<file path="config.mk">
export PLATFORM = sky130hd
export DESIGN_NAME = fft_bitrev_loader
export DESIGN_NICKNAME = d
export VERILOG_FILES = /design/src/rtl/fft_bitrev_loader.sv
export SDC_FILE = /design/constraint.sdc
export NUM_CORES = 1
export LEC_CHECK = 0
export ABC_CLOCK_PERIOD_IN_PS = 7000
export BUFFER_PORTS_ARGS = -buffer_cell sky130_fd_sc_hd__clkbuf_2
export CAP_MARGIN = 20
export CORE_MARGIN = 2
export CORE_UTILIZATION = 40
export CTS_CLUSTER_SIZE = 16
export DETAILED_ROUTE_END_ITERATION = 10
export GPL_TIMING_DRIVEN = 0
export PLACE_DENSITY_LB_ADDON = 0.15
export SLEW_MARGIN = 10
export SYNTH_ARGS = -nofsm -noshare
export SYNTH_HDL_FRONTEND = slang
export SYNTH_SLANG_ARGS = --single-unit
</file>
<file path="constraint.sdc">
create_clock -name clk -period 7 [get_ports clk]
set_input_delay 0.7 -clock clk [delete_from_list [all_inputs] [get_ports clk]]
set_output_delay 0.7 -clock clk [all_outputs]
set_load 0.02 [all_outputs]
</file>
<file path="src/rtl/fft_bitrev_loader.sv">
// fft_bitrev_loader
//   Reorder buffer ahead of radix-2 DIT stage 1. Captures one N-point frame of
//   complex samples in natural order, then emits stage-1 butterfly operand
//   pairs (x = sample[bitrev(2k)], y = sample[bitrev(2k+1)]) for k = 0..N/2-1.
//   Fill and drain alternate; only one frame is resident at a time.
// Ports
//   clk, rst_n             clock, async active-low reset
//   in_valid/in_ready      sample stream in (in_re, in_im), natural order
//   out_valid/out_ready    operand pair stream out (xr, xi, yr, yi)
//   out_last               marks the final pair of a frame
module fft_bitrev_loader #(
  parameter int N_LOG2 = 3,
  parameter int DW     = 32
) (
  input  logic          clk,
  input  logic          rst_n,
  input  logic          in_valid,
  output logic          in_ready,
  input  logic [DW-1:0] in_re,
  input  logic [DW-1:0] in_im,
  output logic          out_valid,
  input  logic          out_ready,
  output logic [DW-1:0] xr,
  output logic [DW-1:0] xi,
  output logic [DW-1:0] yr,
  output logic [DW-1:0] yi,
  output logic          out_last
);
  localparam int N  = 1 << N_LOG2;
  // Pair counter width; N_LOG2=1 still needs a 1-bit counter that stays 0.
  localparam int KW = (N_LOG2 > 1) ? N_LOG2 - 1 : 1;

  typedef struct packed {
    logic [DW-1:0] re;
    logic [DW-1:0] im;
  } sample_t;

  typedef enum logic {FILL, DRAIN} state_e;

  state_e              state_q, state_d;
  logic [N_LOG2-1:0]   wr_cnt_q, wr_cnt_d;
  logic [KW-1:0]       k_q, k_d;
  sample_t             mem_q [N];

  logic                in_fire, out_fire, k_last;
  logic [N_LOG2-1:0]   idx_x, idx_y, rd_x, rd_y;

  function automatic logic [N_LOG2-1:0] bitrev(input logic [N_LOG2-1:0] i);
    logic [N_LOG2-1:0] r;
    r = '0;
    for (int b = 0; b < N_LOG2; b++) r[b] = i[N_LOG2-1-b];
    return r;
  endfunction

  // Natural-order pair indices 2k and 2k+1, then mapped through bitrev.
  generate
    if (N_LOG2 > 1) begin : g_idx
      assign idx_x = {k_q, 1'b0};
    end else begin : g_idx1
      assign idx_x = '0;
    end
  endgenerate
  assign idx_y = idx_x | N_LOG2'(1);
  assign rd_x  = bitrev(idx_x);
  assign rd_y  = bitrev(idx_y);

  // Handshake flags are pure state decodes so neither ready nor valid
  // depends combinationally on the opposite side of the stream.
  assign in_ready  = (state_q == FILL);
  assign out_valid = (state_q == DRAIN);
  assign in_fire   = in_ready && in_valid;
  assign out_fire  = out_valid && out_ready;
  assign k_last    = (k_q == KW'(N/2 - 1));

  always_comb begin
    state_d  = state_q;
    wr_cnt_d = wr_cnt_q;
    k_d      = k_q;
    unique case (state_q)
      FILL: begin
        if (in_fire) begin
          if (wr_cnt_q == N_LOG2'(N - 1)) begin
            wr_cnt_d = '0;
            state_d  = DRAIN;
          end else begin
            wr_cnt_d = wr_cnt_q + N_LOG2'(1);
          end
        end
      end
      DRAIN: begin
        if (out_fire) begin
          if (k_last) begin
            k_d     = '0;
            state_d = FILL;
          end else begin
            k_d = k_q + KW'(1);
          end
        end
      end
      default: state_d = FILL;
    endcase
  end

  always_ff @(posedge clk or negedge rst_n) begin
    if (!rst_n) begin
      state_q  <= FILL;
      wr_cnt_q <= '0;
      k_q      <= '0;
    end else begin
      state_q  <= state_d;
      wr_cnt_q <= wr_cnt_d;
      k_q      <= k_d;
    end
  end

  // Sample storage is deliberately left unreset; outputs are gated instead.
  always_ff @(posedge clk) begin
    if (in_fire) mem_q[wr_cnt_q] <= '{re: in_re, im: in_im};
  end

  // Data forced to zero outside DRAIN so reset and fill show clean outputs.
  assign xr       = out_valid ? mem_q[rd_x].re : '0;
  assign xi       = out_valid ? mem_q[rd_x].im : '0;
  assign yr       = out_valid ? mem_q[rd_y].re : '0;
  assign yi       = out_valid ? mem_q[rd_y].im : '0;
  assign out_last = out_valid && k_last;

endmodule

</file>
==> Yosys cells after proc, flatten, opt, wreduce, memory -nomap -nowiden <==
Memory sizes are Yosys's and may differ from the RTL's.
Index checks and enable logic that the tools add are counted.
{ "classes": {"n_addsub": 2, "n_eq_ne": 2, "n_bitwise": 1, "n_reduce_logical": 5, "muxes": 13} }
{ "op_table": {"columns": ["cell", "count"], "rows": [
  ["2-to-1 mux 32 bit", 4],
  ["2-to-1 mux 1 bit", 6],
  ["AND reduction 2 bit", 2],
  ["adder 3 x 1 -> 3 bit (second input constant)", 1],
  ["== test 3 bit (second input constant)", 1],
  ["logical AND 1 bit", 3],
  ["2-to-1 mux 3 bit", 1],
  ["adder 2 x 1 -> 2 bit (second input constant)", 1],
  ["== test 2 bit (second input constant)", 1],
  ["2-to-1 mux 2 bit", 1],
  ["case mux 1 bit (2 select lines)", 1],
  ["NOT 1 bit", 1]
]} }
{ "totals": {"mem_bits_rw": 512, "output_inout_bits": 131, "ff_bits": 6, "input_bits": 68, "mem_count": 1} }
{ "mem_list": {"columns": ["memory", "depth", "width", "read_ports", "rd_clocked_by_memory_dff", "wr", "line_no", "text"], "rows": [
  ["mem_q", 8, 64, 2, 0, 1, "43", "sample_t mem_q [N];"]
]} }

==> Depth between registers and ports, before layout <==
{ "logic_depth": {"ltp_word": 4, "ltp_mapped": 5} }

==> Worst setup path after synthesis <==
Ideal clock, no wire load.
{ "synth_timing": {"path_type": "reg2reg", "from": "register state_q (netlist: out_valid)", "to": "memory mem_q[2][0] (netlist name) (enable)", "slack_ps": -549, "path_stages_with_launch": 3, "arrival_ps": 6905, "setup_time_ps": 644, "path_buffers": 1, "path_cell_list": "dfrtp_1 -> buf_2 -> nor4_1"} }
{ "synth_via": {"elab_chain_len": 4} }
{ "synth_rtl": {"columns": ["element", "line_no", "text"], "rows": [
  ["start, declared", "40", "state_e state_q, state_d;"],
  ["start signal, assigned", "110", "state_q <= state_d;"],
  ["NOT 1 bit (no source line)", null, null],
  ["logical AND 1 bit", "71", "assign in_fire = in_ready && in_valid;"],
  ["2-to-1 mux 1 bit", "118", "if (in_fire) mem_q[wr_cnt_q] <= '{re: in_re, im: in_im};"],
  ["2-to-1 mux 1 bit (not written as such)", "118", null],
  ["end, declared", "43", null]
]} }
Every way passes these cells.

==> Worst setup path in the final report <==
{ "layout_timing": {"from": "register state_q (netlist: out_valid)", "to": "output xi[20]"} }
{ "layout_via": {"elab_chain_len": 1} }
{ "layout_rtl": {"columns": ["element", "line_no", "text"], "rows": [
  ["2-to-1 mux 32 bit", "123", "assign xi = out_valid ? mem_q[rd_x].im : '0;"],
  ["end, declared", "24", "output logic [DW-1:0] xi,"]
]} }
Every way passes these cells.

==> results.md <==
* DP HPWL at 31200 µm
* Fin area at 23800 µm²
* Area after DPL at 22100 µm²
* Clock sink count at 518
* IR drop worst, VDD at 0.230 mV
* Largest net degree at the start of global routing at 23
* Unique masters post-synth at 28
* Leak at 8.68 nW
* Resize count post-CTS at 0
* # port buffers at 198
* TritonCTS clock tree: done
* N_diodes at 0
* Syn avg cell area at 19.8 µm²
* Synthesized area at 19700 µm²
* Yosys warnings at 0
* Total grt overflow at 0
* Number of remaining DRC errors at 0
* # nets final at 1368
* Commonest non-fill, non-tap cell in the layout: edfxtp_1
* Avg WL per Cell at 23.3 µm
* CTS Buf Count at 54
* Die X at 226 µm
* CP Data Arrival Time at 2.53 ns
* Detail Route Antenna Nets at 0
* Total number of vias at 10200
* Synth top area cells: edfxtp_1 78%, mux2i_1 13%, o22ai_1 4.1%
* Crit end category: output pin
* Fmax achieved at 0.309 GHz
* # IOs at 199
* Row count at 81
* Clock Path Buffers at 3
* Mapped Cells at 991
* Slew Limit Fails at 0
* Total track usage at 0.184
* Synth Flop Type: edfxtp_1
* Vias in the first global route at 10400
* Die area at 50900 µm²
* Setup WS pre-CTS at 4.08 ns
* CP Launch Type: flop
* Reg clk slew, reported paths at 0.06 ns
* Worst hold path type: input pin to flop
* CTS H-tree lvls at 2
* Final setup skew at 0.00944 ns
* GPL Wtd Cong at 0.744
* Fraction of layout instances using a drive strength above 1 at 0.275
* Post-synthesis register bit count at 518
* CTS root buf: clkbuf_16
* Syn-to-layout area delta at 21.1%
* Setup violators final at 0
* Final core occ at 0.488
* Slew headroom at 0.425
* Hold Path Origin: out_ready
* Clk_lat worst skew at 0.59 ns
* Seq/Total Area, Yosys at 0.790
* Initial core utilization at 0.403
* Crit-path max FO at 10
* Initial antenna violation count at 4
* Worst Setup SP: out_valid
* Worst Setup Slack, final at 3.77 ns
* Final critical-path share of the clock period at 0.462
* Setup TNS Final at 0 ns
* First-pass GRT wire length at 68100 µm
* Worst-margin pin slew at 0.858 ns
* Async S/R FF share, synth at 0.0116
* Core box area at 48700 µm²
* Status: finished, final reports clean
* Total power at 0.0101 W
* RSZ-0062 raised after global routing: no
* DR pass1 iterations at 5
* Most frequent cells in the layout: 512 x edfxtp_1, 256 x mux2i_1, 198 x clkbuf_2
* Final Hold Vio Count at 0
* Leading area contributor after synthesis: edfxtp_1
* WP data required at 6.30 ns
* Area share of the largest cell type after synthesis at 0.782
* Syn nets at 1062
* Reg-to-Reg Start: out_valid
* Pwr/cell area at 426 nW/µm²
* Routed WL at 46600 µm
* Vias per cell at 5.10
* Worst Setup Path Type: flop to output pin
* Max-cap check violation count at 0
* Die height at 226 µm
* Period minus WS final at 3.23 ns
* Post-synth EDFFs at 512
* Initial DRC Count at 678
## registers in the layout, summed over array words and instances, names as in the netlist
| signal | cells |
|---|---|
| wr_cnt_q | 3 |
| out_valid | 1 |
| mem_q | 512 |
| k_q | 2 |
## routing by layer
| layer | up-vias | track usage | routed length, µm |
|---|---|---|---|
| met1 | 5233 | 0.243 | 20200 |
| met4 | 8 | 0.0410 | 774 |
| met2 | 245 | 0.308 | 23000 |
| li1 | 4660 | - | - |
| met5 | - | 0 | 53 |
| met3 | 69 | 0.0472 | 2610 |
## area by class of cell
type	count	area (µm²)
Buffer	58	558
Clock buffer	77	1510
Clock inverter	19	135
Fill cell	4152	24900
Inverter	1	3.75
Multi-Input combinational cell	414	3630
Sequential cell	518	15500
Tap cell	664	831
Timing Repair Buffer	250	1610
## Yosys cell counts (2+ instances only)
| cell | instances |
|---|---|
| buf_12 | 11 |
| nand2b_1 | 2 |
| buf_8 | 3 |
| dfrtp_1 | 6 |
| clkbuf_1 | 11 |
| mux2_1 | 4 |
| buf_2 | 15 |
| buf_6 | 13 |
| mux2i_1 | 256 |
| nand2_1 | 3 |
| clkbuf_4 | 2 |
| nor2_1 | 5 |
| buf_1 | 2 |
| ha_1 | 3 |
| nor3_1 | 4 |
| edfxtp_1 | 512 |
| o22ai_1 | 128 |
## final timing paths
| path | endpoint | slack, ns | depth (start not counted) |
|---|---|---|---|
| setup / recovery | xi[20] | 3.77 | 5 |
| hold / removal | out_valid | 0.33 | 2 |
| setup reg to reg | mem_q[6][36] | 4.26 | 7 |
| hold reg to reg | k_q[0] | 0.59 | 1 |
| max in group asynchronous | wr_cnt_q[0] | 6.36 | 2 |
| min in group asynchronous | wr_cnt_q[1] | 0.48 | 2 |
## cell families after synthesis
logic type | count (synthesis) | share of synthesized area
flip-flops | 518 | 0.790
AND/OR/NAND/NOR | 20 | 0.00522
AO/OA/AOI/OAI | 130 | 0.0413
multiplexers | 261 | 0.133
buffers and inverters | 59 | 0.0286
adder cells (fa/ha/maj) | 3 | 0.00191
## power by group
part	total, W	leakage (nW)	internal [W]	switching, W
clock	0.00269	0.791	0.00156	0.00112
sequential	0.00382	4.70	0.00374	0.0000831
combinational	0.00362	3.19	0.00130	0.00232
total	0.0101	8.68	0.00661	0.00352
## through the flow
step	cells	hold slack, ns
after floorplan	991	0.404
after global placement	1853	0.537
after detailed placement	1904	0.543
after CTS	2001	0.287
after global routing	2001	0.304
final	2001	0.331
## worst max-delay path: stages, from the launching register on
cell and delay (ns):
dfrtp_1 0.44, nand2_1 0.12, buf_2 0.28, clkbuf_1 0.61, o22ai_1 0.27, clkbuf_2 0.23
## what timing repair did
item / in CTS / in global routing
setup buffers: 0 / 0
hold endpoints to repair: 6 / 0
hold buffers: 1 / 0
Note: power is estimated with default switching activity, not from simulation.
